File: config.mk
export PLATFORM = sky130hd
export DESIGN_NAME = alu_cmd_issuer
export DESIGN_NICKNAME = d
export VERILOG_FILES = /design/src/rtl/alu_cmd_issuer.sv
export SDC_FILE = /design/constraint.sdc
export NUM_CORES = 1
export LEC_CHECK = 0
export BUFFER_PORTS_ARGS = -buffer_cell sky130_fd_sc_hd__clkbuf_2
export CAP_MARGIN = 10
export CORE_ASPECT_RATIO = 1.4
export CORE_MARGIN = 3
export CORE_UTILIZATION = 50
export DETAILED_ROUTE_END_ITERATION = 7
export GPL_TIMING_DRIVEN = 0
export PLACE_DENSITY_LB_ADDON = 0.05
export REMOVE_ABC_BUFFERS = 1
export SYNTH_ARGS = -nofsm -noshare
export SYNTH_HDL_FRONTEND = slang
export SYNTH_SLANG_ARGS = --single-unit
File: constraint.sdc
create_clock -name clk -period 2.33 [get_ports clk]
set_clock_uncertainty 0.05 [all_clocks]
set_input_delay 0.233 -clock clk [delete_from_list [all_inputs] [get_ports clk]]
set_output_delay 0.233 -clock clk [all_outputs]
set_load 0.1 [all_outputs]
File: src/rtl/alu_cmd_issuer.sv
// rtl/alu_cmd_issuer.sv - ALU command queue, issue FSM and response holder
//
// alu_cmd_fifo
//   Command queue in front of the issue FSM.
//   clk, rst_n        clock, asynchronous active-low reset
//   push, push_data   write one entry (ignored when full)
//   pop               drop the head entry (ignored when empty)
//   head_data         oldest entry
//   empty             no entries held
//   can_accept        registered "not full", held low during reset
//
// alu_cmd_issuer
//   Requester side of the ALU operand interface. Commands are queued, issued one
//   at a time on registered operand lines, and the ALU result is captured after
//   ALU_LATENCY cycles and returned on a valid/ready response port.
//   clk         clock, rising edge
//   rst_n       asynchronous active-low reset
//   ena         enable; low freezes FSM and FIFO and forces cmd_ready low
//   cmd_valid   command present
//   cmd_ready   FIFO can accept a command
//   cmd_data    [2:0]=A, [5:3]=B, [7:6]=sel
//   alu_a       operand A to the ALU, registered
//   alu_b       operand B to the ALU, registered
//   alu_sel     operation select to the ALU, registered
//   alu_result  ALU result, combinational from alu_a/alu_b/alu_sel
//   rsp_valid   response held on rsp_data
//   rsp_ready   consumer accepts the response
//   rsp_data    [5:0]=captured result, [7:6]=issue tag or 0
//
// Build option ALU_CMD_ISSUER_TAG_EN: when defined, a 2-bit issue counter is
// returned on rsp_data[7:6]; when undefined those bits are tied to 0.

module alu_cmd_fifo #(
    parameter int DEPTH = 4,
    parameter int WIDTH = 8
) (
    input  logic             clk,
    input  logic             rst_n,
    input  logic             push,
    input  logic [WIDTH-1:0] push_data,
    input  logic             pop,
    output logic [WIDTH-1:0] head_data,
    output logic             empty,
    output logic             can_accept
);
    localparam int AW = (DEPTH > 1) ? $clog2(DEPTH) : 1;
    localparam int CW = AW + 1;
    localparam logic [CW-1:0] DEPTH_C = CW'(DEPTH);

    logic [WIDTH-1:0] mem [DEPTH];
    logic [AW-1:0]    wr_ptr;
    logic [AW-1:0]    rd_ptr;
    logic [CW-1:0]    count;
    logic [CW-1:0]    count_next;
    logic             do_push;
    logic             do_pop;

    assign do_push   = push & (count != DEPTH_C);
    assign do_pop    = pop & (count != '0);
    assign head_data = mem[rd_ptr];
    assign empty     = (count == '0);

    always_comb begin
        count_next = count;
        case ({do_push, do_pop})
            2'b10:   count_next = count + 1'b1;
            2'b01:   count_next = count - 1'b1;
            default: count_next = count;
        endcase
    end

    // can_accept is registered from the next count, so a pop in the same
    // cycle as a full FIFO does not open the door until the following cycle.
    // Resetting it low keeps cmd_ready low for the whole reset window.
    always_ff @(posedge clk or negedge rst_n) begin
        if (!rst_n) begin
            wr_ptr     <= '0;
            rd_ptr     <= '0;
            count      <= '0;
            can_accept <= 1'b0;
        end else begin
            if (do_push) begin
                wr_ptr <= wr_ptr + 1'b1;
            end
            if (do_pop) begin
                rd_ptr <= rd_ptr + 1'b1;
            end
            count      <= count_next;
            can_accept <= (count_next != DEPTH_C);
        end
    end

    // Storage needs no reset: the count decides which entries are live.
    always_ff @(posedge clk) begin
        if (do_push) begin
            mem[wr_ptr] <= push_data;
        end
    end
endmodule

module alu_cmd_issuer #(
    parameter int FIFO_DEPTH  = 4,
    parameter int ALU_LATENCY = 1
) (
    input  logic       clk,
    input  logic       rst_n,
    input  logic       ena,
    input  logic       cmd_valid,
    output logic       cmd_ready,
    input  logic [7:0] cmd_data,
    output logic [2:0] alu_a,
    output logic [2:0] alu_b,
    output logic [1:0] alu_sel,
    input  logic [5:0] alu_result,
    output logic       rsp_valid,
    input  logic       rsp_ready,
    output logic [7:0] rsp_data
);
    localparam logic [2:0] LAT_C = 3'(ALU_LATENCY);

    typedef enum logic [1:0] {
        ST_IDLE  = 2'd0,
        ST_ISSUE = 2'd1,
        ST_WAIT  = 2'd2,
        ST_HOLD  = 2'd3
    } state_t;

    state_t     state;
    logic [2:0] cnt;
    logic [5:0] rsp_result;
    logic [1:0] rsp_tag;

    logic       fifo_push;
    logic       fifo_pop;
    logic [7:0] fifo_head;
    logic       fifo_empty;
    logic       fifo_can_accept;

    assign cmd_ready = ena & fifo_can_accept;
    assign fifo_push = cmd_valid & cmd_ready;
    // The head is consumed on the same edge that loads it onto the operand lines.
    assign fifo_pop  = ena & (state == ST_ISSUE);
    assign rsp_data  = {rsp_tag, rsp_result};

    alu_cmd_fifo #(
        .DEPTH (FIFO_DEPTH),
        .WIDTH (8)
    ) u_fifo (
        .clk        (clk),
        .rst_n      (rst_n),
        .push       (fifo_push),
        .push_data  (cmd_data),
        .pop        (fifo_pop),
        .head_data  (fifo_head),
        .empty      (fifo_empty),
        .can_accept (fifo_can_accept)
    );

`ifdef ALU_CMD_ISSUER_TAG_EN
    logic [1:0] issue_tag;
    logic [1:0] held_tag;
`else
    assign rsp_tag = 2'b00;
`endif

    // Operand lines are only written in ISSUE and keep the last command
    // between issues, so the combinational ALU never sees a spurious input.
    always_ff @(posedge clk or negedge rst_n) begin
        if (!rst_n) begin
            state      <= ST_IDLE;
            cnt        <= '0;
            alu_a      <= '0;
            alu_b      <= '0;
            alu_sel    <= '0;
            rsp_valid  <= 1'b0;
            rsp_result <= '0;
`ifdef ALU_CMD_ISSUER_TAG_EN
            issue_tag  <= '0;
            held_tag   <= '0;
            rsp_tag    <= '0;
`endif
        end else if (ena) begin
            case (state)
                ST_IDLE: begin
                    if (!fifo_empty) begin
                        state <= ST_ISSUE;
                    end
                end
                ST_ISSUE: begin
                    alu_a   <= fifo_head[2:0];
                    alu_b   <= fifo_head[5:3];
                    alu_sel <= fifo_head[7:6];
                    cnt     <= LAT_C;
                    state   <= ST_WAIT;
`ifdef ALU_CMD_ISSUER_TAG_EN
                    held_tag  <= issue_tag;
                    issue_tag <= issue_tag + 1'b1;
`endif
                end
                ST_WAIT: begin
                    cnt <= cnt - 1'b1;
                    if (cnt == 3'd1) begin
                        rsp_result <= alu_result;
                        rsp_valid  <= 1'b1;
                        state      <= ST_HOLD;
`ifdef ALU_CMD_ISSUER_TAG_EN
                        rsp_tag    <= held_tag;
`endif
                    end
                end
                ST_HOLD: begin
                    // A held response stalls issue; the queue keeps filling.
                    if (rsp_ready) begin
                        rsp_valid <= 1'b0;
                        state     <= fifo_empty ? ST_IDLE : ST_ISSUE;
                    end
                end
            endcase
        end
    end
endmodule
# --- Word-level counts from Yosys, hierarchy flattened ---
# Memory sizes are Yosys's and may differ from the RTL's. A register that Yosys moved wholly into a read port is not among the register bits.
# Index checks and enable logic that the tools add are counted.
word_totals:
  reg_bits: 20
  latch_bits: 0
  ramBits: 32
  mem_bits_ro: 0
  inputBits: 19
  word_cells: 53
  memories: 1
mem_list:
  columns: ["memory", "words", "width", "rd", "rd_clocked_by_memory_dff", "write_ports", "line_no", "source"]
  rows:
  - ["u_fifo.mem", 4, 8, 1, 1, 1, "50", "logic [WIDTH-1:0] mem [DEPTH];"]
classes:
  add_sub_neg: 5
  multipliers: 0
  div_mod_pow: 0
  magnitude_cmp: 0
  eq_ne: 11
  shifts: 0
  mux: 12
  bitwise: 5
  reduce_logical: 11
op_table:
  columns: ["cell", "n"]
  rows:
  - ["one-hot mux 3 bit (2 select lines)", 2]
  - ["one-hot mux 2 bit (4 select lines)", 1]
  - ["AND reduction 4 bit", 2]
  - ["== test 2 bit, second input constant", 3]
  - ["two-way mux 2 bit", 3]
  - ["!= test 2 bit, second input constant", 3]
  - ["!= test 3 bit, second input constant", 2]
  - ["subtractor 3 x 1 -> 3 bit, second input constant", 2]
  - ["bitwise AND 1 bit", 5]
  - ["two-way mux 1 bit", 5]
  - ["adder 2 x 1 -> 2 bit, second input constant", 2]
  - ["== test 2 x 1 -> 1 bit, second input constant", 2]
  - ["AND reduction 2 bit", 2]
  - ["nonzero test 2 bit", 2]
  - ["adder 3 x 1 -> 3 bit, second input constant", 1]
  - ["== test 3 x 1 -> 1 bit, second input constant", 1]
  - ["logical NOT 3 bit", 1]
  - ["AND reduction 3 bit", 1]
  - ["nonzero test 3 bit", 1]
  - ["logical NOT 2 bit", 1]
  - ["one-hot mux 1 bit (2 select lines)", 1]
  - ["logical NOT 1 bit", 1]

# --- Logic depth before layout (Yosys ltp) ---
# Gate-level depths: netlist of run 1.
logic_depth:
  ltp_word: 6
  ltp_mapped: 12
  mapped_depth_nobuf: 11

# --- Hierarchy ---
# A second synthesis of run 1 with hierarchy kept.
unflattened:
  hier_cells: 159
  hier_area_um2: 2581.2
modules_own_cells:
  columns: ["mod", "instances", "cells_each", "area_each_um2", "seq_area_each_um2"]
  rows:
  - ["alu_cmd_fifo", 1, 82, 1611.5, 1161.1]
  - ["alu_cmd_issuer", 1, 77, 969.7, 500.5]

# --- Least setup slack after synthesis of run 1 ---
# No wires, ideal clock.
synth_timing:
  path_type: "in2reg"
  startpoint: "input ena"
  endpoint: "register u_fifo.can_accept"
  setup_time_ns: 0.065
  t_arrival_ns: 2.267
  setup_slack_ns: -0.052
  cell_stages: 11
  n_path_buf: 1
  path_cell_list: "clkbuf_2 -> and2_2 -> nand2_1 -> a31oi_4 -> inv_1 -> ha_1 -> inv_1 -> fa_1 -> o21ai_0 -> nor2_1 -> nand2_1"
synth_via:
  elab_chain_len: 6
  elab_cells_between_ends: 9
  classes_between: "eq/ne (3); mux (1); bitwise (5)"
synth_rtl:
  columns: ["item", "line_no", "source"]
  rows:
  - ["start, declared", "107", "input logic ena,"]
  - ["bitwise AND 1 bit *", "139", "assign cmd_ready = ena & fifo_can_accept;"]
  - ["net cmd_ready", "109", "output logic cmd_ready,"]
  - ["bitwise AND 1 bit *", "140", "assign fifo_push = cmd_valid & cmd_ready;"]
  - ["bitwise AND 1 bit *", "58", "assign do_push = push & (count != DEPTH_C);"]
  - ["== test 2 x 1 -> 1 bit / == test 2 bit (equally long branches)", "65", "case ({do_push, do_pop})"]
  - ["one-hot mux 3 bit (2 select lines) *", "65", null]
  - ["net u_fifo.count_next[1]", "54", "logic [CW-1:0] count_next;"]
  - ["!= test 3 bit *", "89", "can_accept <= (count_next != DEPTH_C);"]
  - ["end signal, assigned", "89", null]
  - ["end, declared", "44", "output logic can_accept"]
# The timed path passes the listed nets; every way through them passes the cells marked *.
# A chain may end at the register's enable or synchronous reset.

# --- Worst setup path after layout of run 1 ---
layout_timing:
  startpoint: "register state[1]"
  endpoint: "register u_fifo.can_accept"
layout_via:
  elab_chain_len: 6
  elab_cells_between_ends: 7
  classes_between: "eq/ne (4); mux (1); bitwise (2)"
layout_rtl:
  columns: ["item", "line_no", "source"]
  rows:
  - ["start, declared", "128", "state_t state;"]
  - ["start signal, assigned", "215", "state <= fifo_empty ? ST_IDLE : ST_ISSUE;"]
  - ["== test 2 x 1 -> 1 bit *", "142", "assign fifo_pop = ena & (state == ST_ISSUE);"]
  - ["bitwise AND 1 bit *", "142", null]
  - ["bitwise AND 1 bit *", "59", "assign do_pop = pop & (count != '0);"]
  - ["net u_fifo.do_pop", "56", "logic do_pop;"]
  - ["== test 2 x 1 -> 1 bit / == test 2 bit (equally long branches)", "65", null]
  - ["one-hot mux 3 bit (2 select lines) *", "65", null]
  - ["net u_fifo.count_next[2]", "54", null]
  - ["!= test 3 bit *", "89", null]
# Marks and branches as above.

==> results of run 1 <==
-- cells by family (layout without fill, tap and decap cells) --
kind of cell,count (synthesis),in the layout,synth area share [%]
buf+inv,18,68,3.30
mux,24,24,14.2
fa+ha+maj,13,13,6.69
compound gates,14,14,4.13
simple gates,21,21,4.18
xor+xnor,6,6,2.07
flops,60,60,65.3
other cells,1,2,0.147
-- worst max-delay path, cell delays in order, from the launching register on --
cell     delay, ns
dfrtp_1       0.39
inv_2         0.09
ha_4          0.16
nand2_8       0.09
nor2_4        0.16
ha_4          0.15
inv_1         0.05
fa_2          0.38
xor2_1        0.14
nor2_1        0.13
xor2_1        0.23
nand2_1       0.09
-- Yosys cell counts, types with 2 or more instances --
master | number | area share [%]
o221ai_1 | 2 | 0.69
nor2_1 | 3 | 0.44
edfxtp_1 | 32 | 38
and2_1 | 4 | 0.98
nor3_1 | 2 | 0.39
dfrtp_1 | 28 | 28
xor2_1 | 3 | 1.0
ha_1 | 12 | 5.9
a21oi_1 | 4 | 0.79
nand2_1 | 6 | 0.89
xnor2_1 | 3 | 1.0
o21ai_0 | 3 | 0.59
buf_4 | 2 | 0.59
inv_1 | 13 | 1.9
mux4_2 | 8 | 7.1
mux2_2 | 15 | 6.6
-- repair_timing --
item	CTS	global route
resized for setup	6	4
pin swaps	3	4
endpoints found under the hold margin	28	0
setup buffers	2	2
hold buffers	1	0
setup endpoints to repair	3	2
-- final timing paths --
| kind | from | to | slack [ns] | cells past startpoint |
|---|---|---|---|---|
| worst max-delay path | state[1] | u_fifo.can_accept | 0.11 | 11 |
| worst min register to register | cnt[1] | cnt[1] | 0.44 | 2 |
| max in group asynchronous | rst_n | cnt[2] | 1.34 | 2 |
| min in group asynchronous | rst_n | u_fifo.can_accept | 0.43 | 2 |
| worst max register to register | state[1] | u_fifo.can_accept | 0.11 | 11 |
| worst min-delay path | cmd_data[5] | u_fifo.mem[0][5] | 0.07 | 1 |
-- cell type report --
cell class / count / share of cell area [%]
Clock buffer: 11 / 4.68
Tap cell: 64 / 2.65
Sequential cell: 60 / 55.0
Clock inverter: 5 / 0.952
Timing Repair Buffer: 39 / 6.96
Multi-Input combinational cell: 80 / 28.2
Inverter: 13 / 1.61
-- through the flow --
stage | worst slack [ns] | instance area [µm²] | hold slack (ns) | setup TNS [ns]
finish | 0.110 | 3020 | 0.0709 | 0
global route | -0.0266 | 3020 | 0.0583 | -0.0312
CTS | 0.00795 | 2990 | 0.0514 | 0
detailed placement | -0.303 | 2760 | 0.266 | -0.486
global placement | -0.169 | 2760 | 0.257 | -0.234
floorplan | 0.0287 | 2510 | -0.113 | 0
-- routing by layer --
layer / up-vias / global-route usage, % / part of all wire (%)
li1: 655 / - / -
met1: 677 / 18.4 / 38
met2: 31 / 27.3 / 55
met3: 9 / 5.23 / 5.0
met4: 0 / 7.12 / 2.0
met5: - / 0 / 0
-- sequential cells by signal, summed over array words and instances (netlist names), 3 cells and up --
| signal | cells |
|---|---|
| u_fifo.count | 3 |
| cnt | 3 |
| alu_a | 3 |
| u_fifo.mem | 32 |
| rsp_result | 6 |
| alu_b | 3 |
==> impl_metrics.json, run 1 <==
{
  "viasPerCell": 5.04,
  "crit_arrival_ns": 2.38,
  "antenna_cells": 0,
  "layoutNonFillerInstCount": 272,
  "core_area_um2": 4880,
  "die_w_um": 66.3,
  "cts-buffers-inserted": 9,
  "ys_types": 33,
  "wl_per_cell_um": 15.8,
  "gr-total-overflow": 0,
  "required_ns": 2.49,
  "ant_nets": 0,
  "drive_gt1_share_pct": 40.4,
  "synthCells": 157,
  "grt_pass1_vias": 1522,
  "die_area_um2": 5990,
  "register_area_um2": 1660,
  "finalSetupViolations": 0,
  "drt_iter0_markers": 38,
  "status": "complete, no violations",
  "tightestPinTransition_ns": 0.701,
  "synth_edf_count": 32,
  "grt_pass1_wl_um": 7090,
  "crit_fanout": 9,
  "synth_async_sr_flop_share_pct": 46.7,
  "vias": 1372,
  "finalHoldViolations": 0,
  "gp_congestion": 0.697,
  "io_pins": 37,
  "dp.cells": 251,
  "initial_core_util_pct": 52.1,
  "clk-insertion-delay-late_ns": 0.32,
  "antenna_found_initial": 0,
  "cts.path.max_buffers": 2,
  "ys_warn_count": 0,
  "netlist_area_um2": 2540,
  "yosysSeqAreaShare_pct": 65.3,
  "grt_max_degree": 29,
  "htreeDepth": 3,
  "nNetsFinal": 235,
  "maxSlewViolCount": 0,
  "area_growth_syn_to_layout_pct": 18.8,
  "drt_first_pass_iters": 4,
  "cts_root_buf": "clkbuf_8",
  "yosys_register_bits": 60,
  "hold_class": "in2reg",
  "path_clk_slew_ns": 0.07,
  "drc": 0,
  "max_freq_ghz": 0.450,
  "fp-row-count": 30,
  "layout_common_cells": "clkbuf_2 (34), edfxtp_1 (32), dfrtp_1 (28), mux2_2 (15), inv_1 (12)",
  "layout_commonest_cell": "clkbuf_2",
  "end_kind": "register",
  "relSlewSlack_pct": 53.3,
  "portBuffers": 34,
  "finalCritPeriodShare_pct": 95.3,
  "die_h_um": 90.4,
  "finalCriticalPeriod_ns": 2.22,
  "fillers": 385,
  "synth_ff_type": "edfxtp_1",
  "finalWirelength_um": 4290,
  "hpwl_um": 2870,
  "maxCapViolCount": 0,
  "fin_util_pct": 61.9,
  "critPathLaunchType": "register",
  "grt_usage_pct": 16.2,
  "multi_input_area_um2": 851,
  "worstSetupPathType": "reg2reg",
  "clkSinkCount": 60,
  "syn_avg_cell_area_um2": 16.2,
  "cts_tree": "built"
}
Power of run 1 is not shown: default switching activity piles up to over one toggle a cycle in this logic, so the estimate is an artifact.
==> inputs of run 2 (changes only) <==
Settings changed: CORE_UTILIZATION 50 to 51, SYNTH_HIERARCHICAL set to 1.
==> run 2 against run 1 <==
The run now ends with negative setup slack left. Sequential cell count is the same. Setup slack lost 0.21 ns. Routed wire length grew 4.4%. First-iteration DRC count shrank 39%. Worst hold slack gained 0.0055 ns. Fmax shrank 8.7%. Critical endpoint is now u_fifo/can_accept. Largest cell class unchanged.
==> impl_metrics.json, run 2 <==
{
  "status": "finished with violations",
  "violations": "negative setup slack",
  "fin_util_pct": 63.9,
  "grt.busiest_layer": "met2",
  "path_cells": "inv_2 > ha_4 > nand2_4 > inv_2 > o31a_1 > ha_2 > inv_2 > fa_2 > xor2_1 > or3_1 > a211o_1",
  "viasPerCell": 5.16,
  "cts_root_buf": "clkbuf_8",
  "syn_avg_cell_area_um2": 16.2,
  "hold_depth": 1,
  "synth_top_area_share_pct": 37.2,
  "ant_nets": 0,
  "finalWirelength_um": 4480,
  "worstSetupPathType": "reg2reg",
  "wl_per_cell_um": 16.1,
  "die_w_um": 66.1,
  "rr_endpoint": "u_fifo/can_accept",
  "die_h_um": 90.2,
  "largest_reg_flops": 32,
  "use_met2_pct": 29.9,
  "layout_common_cells": "clkbuf_2 (34), edfxtp_1 (32), dfrtp_1 (27), mux2_2 (16), inv_1 (11)",
  "cts.path.max_buffers": 2,
  "layout_commonest_cell": "clkbuf_2",
  "yosysSeqAreaShare_pct": 64.4,
  "tightestPinTransition_ns": 0.733,
  "dp.cells": 253,
  "nNetsFinal": 241,
  "worst_slack_ns": -0.101,
  "crit_arrival_ns": 2.57,
  "crit_fanout": 2,
  "largestRegisters": "u_fifo/mem: 32 flops, rsp_result: 6 flops",
  "maxCapViolCount": 0,
  "r2r.worst_path.cells": 11,
  "min_from": "cmd_data[3]",
  "synthTopCellsByCount": "edfxtp_1 (32), dfrtp_1 (28), mux2_2 (16), inv_1 (14), ha_1 (12)",
  "antenna_found_initial": 0,
  "drt_first_pass_iters": 4,
  "grt_max_degree": 29,
  "ys_warn_count": 6,
  "required_ns": 2.47,
  "die_area_um2": 5960,
  "setup-tns-final_ns": -0.101,
  "portBuffers": 34,
  "maxSlewViolCount": 0,
  "synth_most_common_cell": "edfxtp_1",
  "cts-buffers-inserted": 9,
  "finalCriticalPeriod_ns": 2.43,
  "relSlewSlack_pct": 51.1,
  "vias": 1435,
  "largest-register": "u_fifo/mem",
  "end_kind": "register",
  "max_stage_delay_ns": 0.39,
  "synth_edf_count": 32,
  "slowest_stage": "dfrtp_1",
  "io_pins": 37,
  "antenna_cells": 0,
  "fp-row-count": 30,
  "rrSetupSlack_ns": -0.10,
  "synthCells": 159,
  "hpwl_um": 3110,
  "yosys_register_bits": 60,
  "area_growth_syn_to_layout_pct": 20.7,
  "gr-total-overflow": 0,
  "htreeDepth": 3,
  "layoutNonFillerInstCount": 278,
  "cts_tree": "built",
  "grt_pass1_vias": 1566,
  "hold_end": "u_fifo/mem[2][3]",
  "gp_congestion": 0.669,
  "synth_async_sr_flop_share_pct": 46.7,
  "ys_types": 37,
  "met3_usage_pct": 2.88,
  "finalSetupViolations": 1,
  "drc": 0,
  "grt.met1_usage_pct": 19.2,
  "rsz0062_at_grt": "yes",
  "synth_area_leaders": "edfxtp_1 (37%), dfrtp_1 (27%), mux2_2 (7.0%)",
  "clkSinkCount": 60,
  "finalHoldViolations": 0,
  "path_clk_slew_ns": 0.07,
  "max_freq_ghz": 0.411,
  "finalCritPeriodShare_pct": 104,
  "drt_iter0_markers": 23,
  "synth_ff_type": "edfxtp_1",
  "netlist_area_um2": 2580,
  "grt_usage_pct": 17.3,
  "yosys.area.top_type": "edfxtp_1",
  "r2r-start": "state[1]",
  "cpMostUsedCell": "inv_2",
  "drive_gt1_share_pct": 43.5,
  "hold_class": "in2reg",
  "critPathLaunchType": "register",
  "clk-insertion-delay-late_ns": 0.32,
  "initial_core_util_pct": 52.9,
  "grt_pass1_wl_um": 7510,
  "core_area_um2": 4880
}
[run 2: cell types whose count changed after synthesis, moves of 2 or more]
cell | before | now
nor2_1 | 3 | 1
o221ai_1 | 2 | 0
buf_2 | 0 | 2
a21oi_1 | 4 | 2
[run 2: timing repair]
action,4_1_cts,5_1_grt
hold endpoints to repair,28,0
setup endpoints to repair,2,1
gates resized for setup,8,1
hold buffers,1,0
pin swaps,3,1
setup buffers,6,2
[run 2: worst max-delay path by stage]
stage | slack (ns) | depth (start not counted) | start | endpoint
4_1_cts | -0.07 | 11 | state[1] | u_fifo/can_accept
3_3_place_gp | -0.41 | 11 | state[1] | u_fifo/can_accept
6_report | -0.10 | 11 | state[1] | u_fifo/can_accept
3_5_place_dp | -0.53 | 11 | state[1] | u_fifo/can_accept
2_1_floorplan | -0.18 | 11 | state[1] | u_fifo/can_accept
5_1_grt | -0.16 | 11 | state[1] | u_fifo/can_accept
[run 2: cell families (layout without fill, tap and decap cells)]
logic type | count (synthesis) | count (layout) | synth area share, %
AND/OR/NAND/NOR | 21 | 21 | 4.85
flip-flops | 60 | 60 | 64.4
other | 1 | 2 | 0.145
AO/OA/AOI/OAI | 15 | 15 | 4.85
buffers and inverters | 19 | 73 | 3.15
multiplexers | 25 | 25 | 14.3
XOR/XNOR | 5 | 5 | 1.70
adder cells (fa/ha/maj) | 13 | 13 | 6.59
[run 2: per-stage QoR]
step	cell area [µm²]	setup slack (ns)	hold slack (ns)
final	3120	-0.101	0.0765
after global routing	3120	-0.164	0.0676
after CTS	3100	-0.0709	0.0588
after detailed placement	2810	-0.526	0.281
after global placement	2810	-0.408	0.251
after floorplan	2560	-0.184	-0.113
[run 2: layout make-up]
class / count / area (µm²)
clock buffers: 11 / 141
clock inverters: 5 / 75.1
fillers: 381 / 1760
inverters: 14 / 52.6
multi-input cells: 81 / 865
flip-flops and latches: 60 / 1660
well taps: 64 / 80.1
repair buffers: 43 / 240
[run 2: layer usage]
| metal | wire length [µm] | vias to the layer above |
|---|---|---|
| li1 | - | 674 |
| met3 | 132 | 8 |
| met2 | 2600 | 29 |
| met4 | 98 | 0 |
| met1 | 1650 | 724 |
| met5 | 0 | - |
[run 2: worst max-delay path: cells and delay by family, from the launching register on]
| family | cells | cell delay, ns |
|---|---|---|
| fa+ha+maj | 3 | 0.67 |
| compound gates | 2 | 0.45 |
| xor+xnor | 1 | 0.16 |
| flops | 1 | 0.39 |
| buf+inv | 3 | 0.17 |
| simple gates | 2 | 0.40 |
Power of run 2 is left out for the same reason.
==> inputs of run 3 (changes only) <==
Settings changed: CORE_UTILIZATION 51 to 25.
==> run 3 against run 2 <==
Critical endpoint unchanged. Register-to-register slack improved by 0.02 ns. Core utilization decreased by 31 points. Sequential share of layout area decreased by 3.4 points. Clock-buffer cell count increased by 1. The run still ends with negative setup slack left. Setup slack improved by 0.020 ns. Cell area increased by 6.8%. Critical path depth unchanged. Largest cell class unchanged. Worst hold slack improved by 0.0057 ns. Via count increased by 1.2%. Routed wire length increased by 17%.
==> impl_metrics.json, run 3 (synthesis gave the netlist of run 2 again) <==
{
  "status": "finished with violations",
  "violations": "negative setup slack",
  "maxSlewViolCount": 0,
  "finalWirelength_um": 5260,
  "grt_max_degree": 29,
  "relSlewSlack_pct": 47.9,
  "htreeDepth": 3,
  "max_stage_delay_ns": 0.39,
  "grt_pass1_wl_um": 8630,
  "die_w_um": 91.9,
  "gp_congestion": 0.661,
  "vias": 1452,
  "cts.path.max_buffers": 2,
  "m1WireLength_um": 1930,
  "cpMostUsedCell": "inv_2",
  "clk-insertion-delay-late_ns": 0.32,
  "path_clk_slew_ns": 0.05,
  "setup-tns-final_ns": -0.0808,
  "cts_root_buf": "clkbuf_16",
  "wl_per_cell_um": 15.0,
  "finalSetupViolations": 1,
  "hpwl_um": 3520,
  "r2r.worst_path.cells": 11,
  "max_freq_ghz": 0.415,
  "drt_iter0_markers": 38,
  "viasPerCell": 4.15,
  "rrSetupSlack_ns": -0.08,
  "required_ns": 2.48,
  "maxCapViolCount": 0,
  "worst_slack_ns": -0.0808,
  "die_h_um": 126,
  "drt_first_pass_iters": 4,
  "path_cells": "inv_2 > ha_4 > nand2_4 > inv_2 > o31a_1 > ha_2 > inv_2 > fa_2 > xor2_2 > or3_4 > a211o_1",
  "worst-path-buf-inv": 3,
  "finalCriticalPeriod_ns": 2.41,
  "gr-total-overflow": 0,
  "hold_end": "u_fifo/mem[1][5]",
  "tightestPinTransition_ns": 0.781,
  "largestRegisters": "u_fifo/mem: 32 flops, rsp_result: 6 flops",
  "rsz0062_at_grt": "yes",
  "finalHoldViolations": 0,
  "cts-buffers-inserted": 9,
  "ant_nets": 0,
  "antenna_found_initial": 0,
  "clkSinkCount": 60,
  "crit_fanout": 2,
  "fp-row-count": 43,
  "drive_gt1_share_pct": 43.7,
  "area_growth_syn_to_layout_pct": 28.9,
  "r2r-start": "state[1]",
  "core_area_um2": 10000,
  "dp.cells": 324,
  "largest-register": "u_fifo/mem",
  "min_from": "cmd_data[5]",
  "initial_core_util_pct": 25.8,
  "critPathLaunchType": "register",
  "critical_path.top_delay_family": "adder cells",
  "layoutNonFillerInstCount": 350,
  "grt_usage_pct": 10.1,
  "worstSetupPathType": "reg2reg",
  "layout_commonest_cell": "clkbuf_2",
  "antenna_cells": 0,
  "cts_tree": "built",
  "hold_depth": 1,
  "die_area_um2": 11600,
  "portBuffers": 34,
  "rr_endpoint": "u_fifo/can_accept",
  "largest_reg_flops": 32,
  "hold_class": "in2reg",
  "crit_arrival_ns": 2.56,
  "slowest_stage": "dfrtp_1",
  "fillers": 983,
  "topRoutingLayerUsed": "met4",
  "drc": 0,
  "nNetsFinal": 242,
  "grt_pass1_vias": 1649,
  "whs_ns": 0.0822,
  "wl_met3_um": 275,
  "finalCritPeriodShare_pct": 103,
  "wl_met2_um": 2950,
  "end_kind": "register",
  "io_pins": 37,
  "layout_common_cells": "clkbuf_2 (34), edfxtp_1 (32), dfrtp_1 (28), mux2_2 (16), inv_1 (11)"
}
## run 3: cell count changes in the layout (fill, tap and decap cells not counted), sizes merged
cell,delta
buf,+1
clkbuf,+1
clkinv,-1
## run 3: worst reg2reg max path: stages (launching register included)
cell and delay [ns]:
dfrtp_1 0.39, inv_2 0.08, ha_4 0.13, nand2_4 0.05, inv_2 0.05, o31a_1 0.18, ha_2 0.22, inv_2 0.04
fa_2 0.35, xor2_2 0.15, or3_4 0.33, a211o_1 0.28
## run 3: metrics by stage
stage               area (µm²)  utilization, %  setup slack [ns]
finish                    3330            33.3           -0.0808
detailed placement        2900            28.9            -0.555
floorplan                 2560               -            -0.184
global route              3330            33.3            -0.169
global placement          2900            28.9            -0.439
CTS                       3310            33.1           -0.0636
## run 3: cell type report
type,instances,area [µm²],share of cell area [%]
clock buffers,12,246,7.41
clock inverters,4,73.8,2.22
inverters,14,52.6,1.58
multi-input cells,81,877,26.4
flip-flops and latches,60,1660,49.9
well taps,135,169,5.08
repair buffers,44,248,7.44
## run 3: timing repair
action,CTS,global route
resized for setup,8,2
endpoints found under the setup margin,2,2
endpoints found under the hold margin,28,0
gates cloned,0,0
setup buffers,8,1
pin swaps,3,2
hold buffers,1,0
## run 3: worst max-delay path by stage
stage	start	to	slack, ns	cells past startpoint
after floorplan	state[1]	u_fifo/can_accept	-0.18	11
after global placement	state[1]	u_fifo/can_accept	-0.44	11
after detailed placement	state[1]	u_fifo/can_accept	-0.56	11
after CTS	state[1]	u_fifo/can_accept	-0.06	11
after global routing	state[1]	u_fifo/can_accept	-0.17	11
final	state[1]	u_fifo/can_accept	-0.08	11
## run 3: layer usage
layer,vias to the layer above,track usage (%)
met5,-,0
met4,0,4.90
met3,13,3.41
met2,36,18.4
met1,723,10.3
li1,680,-
Power of run 3 is left out for the same reason.
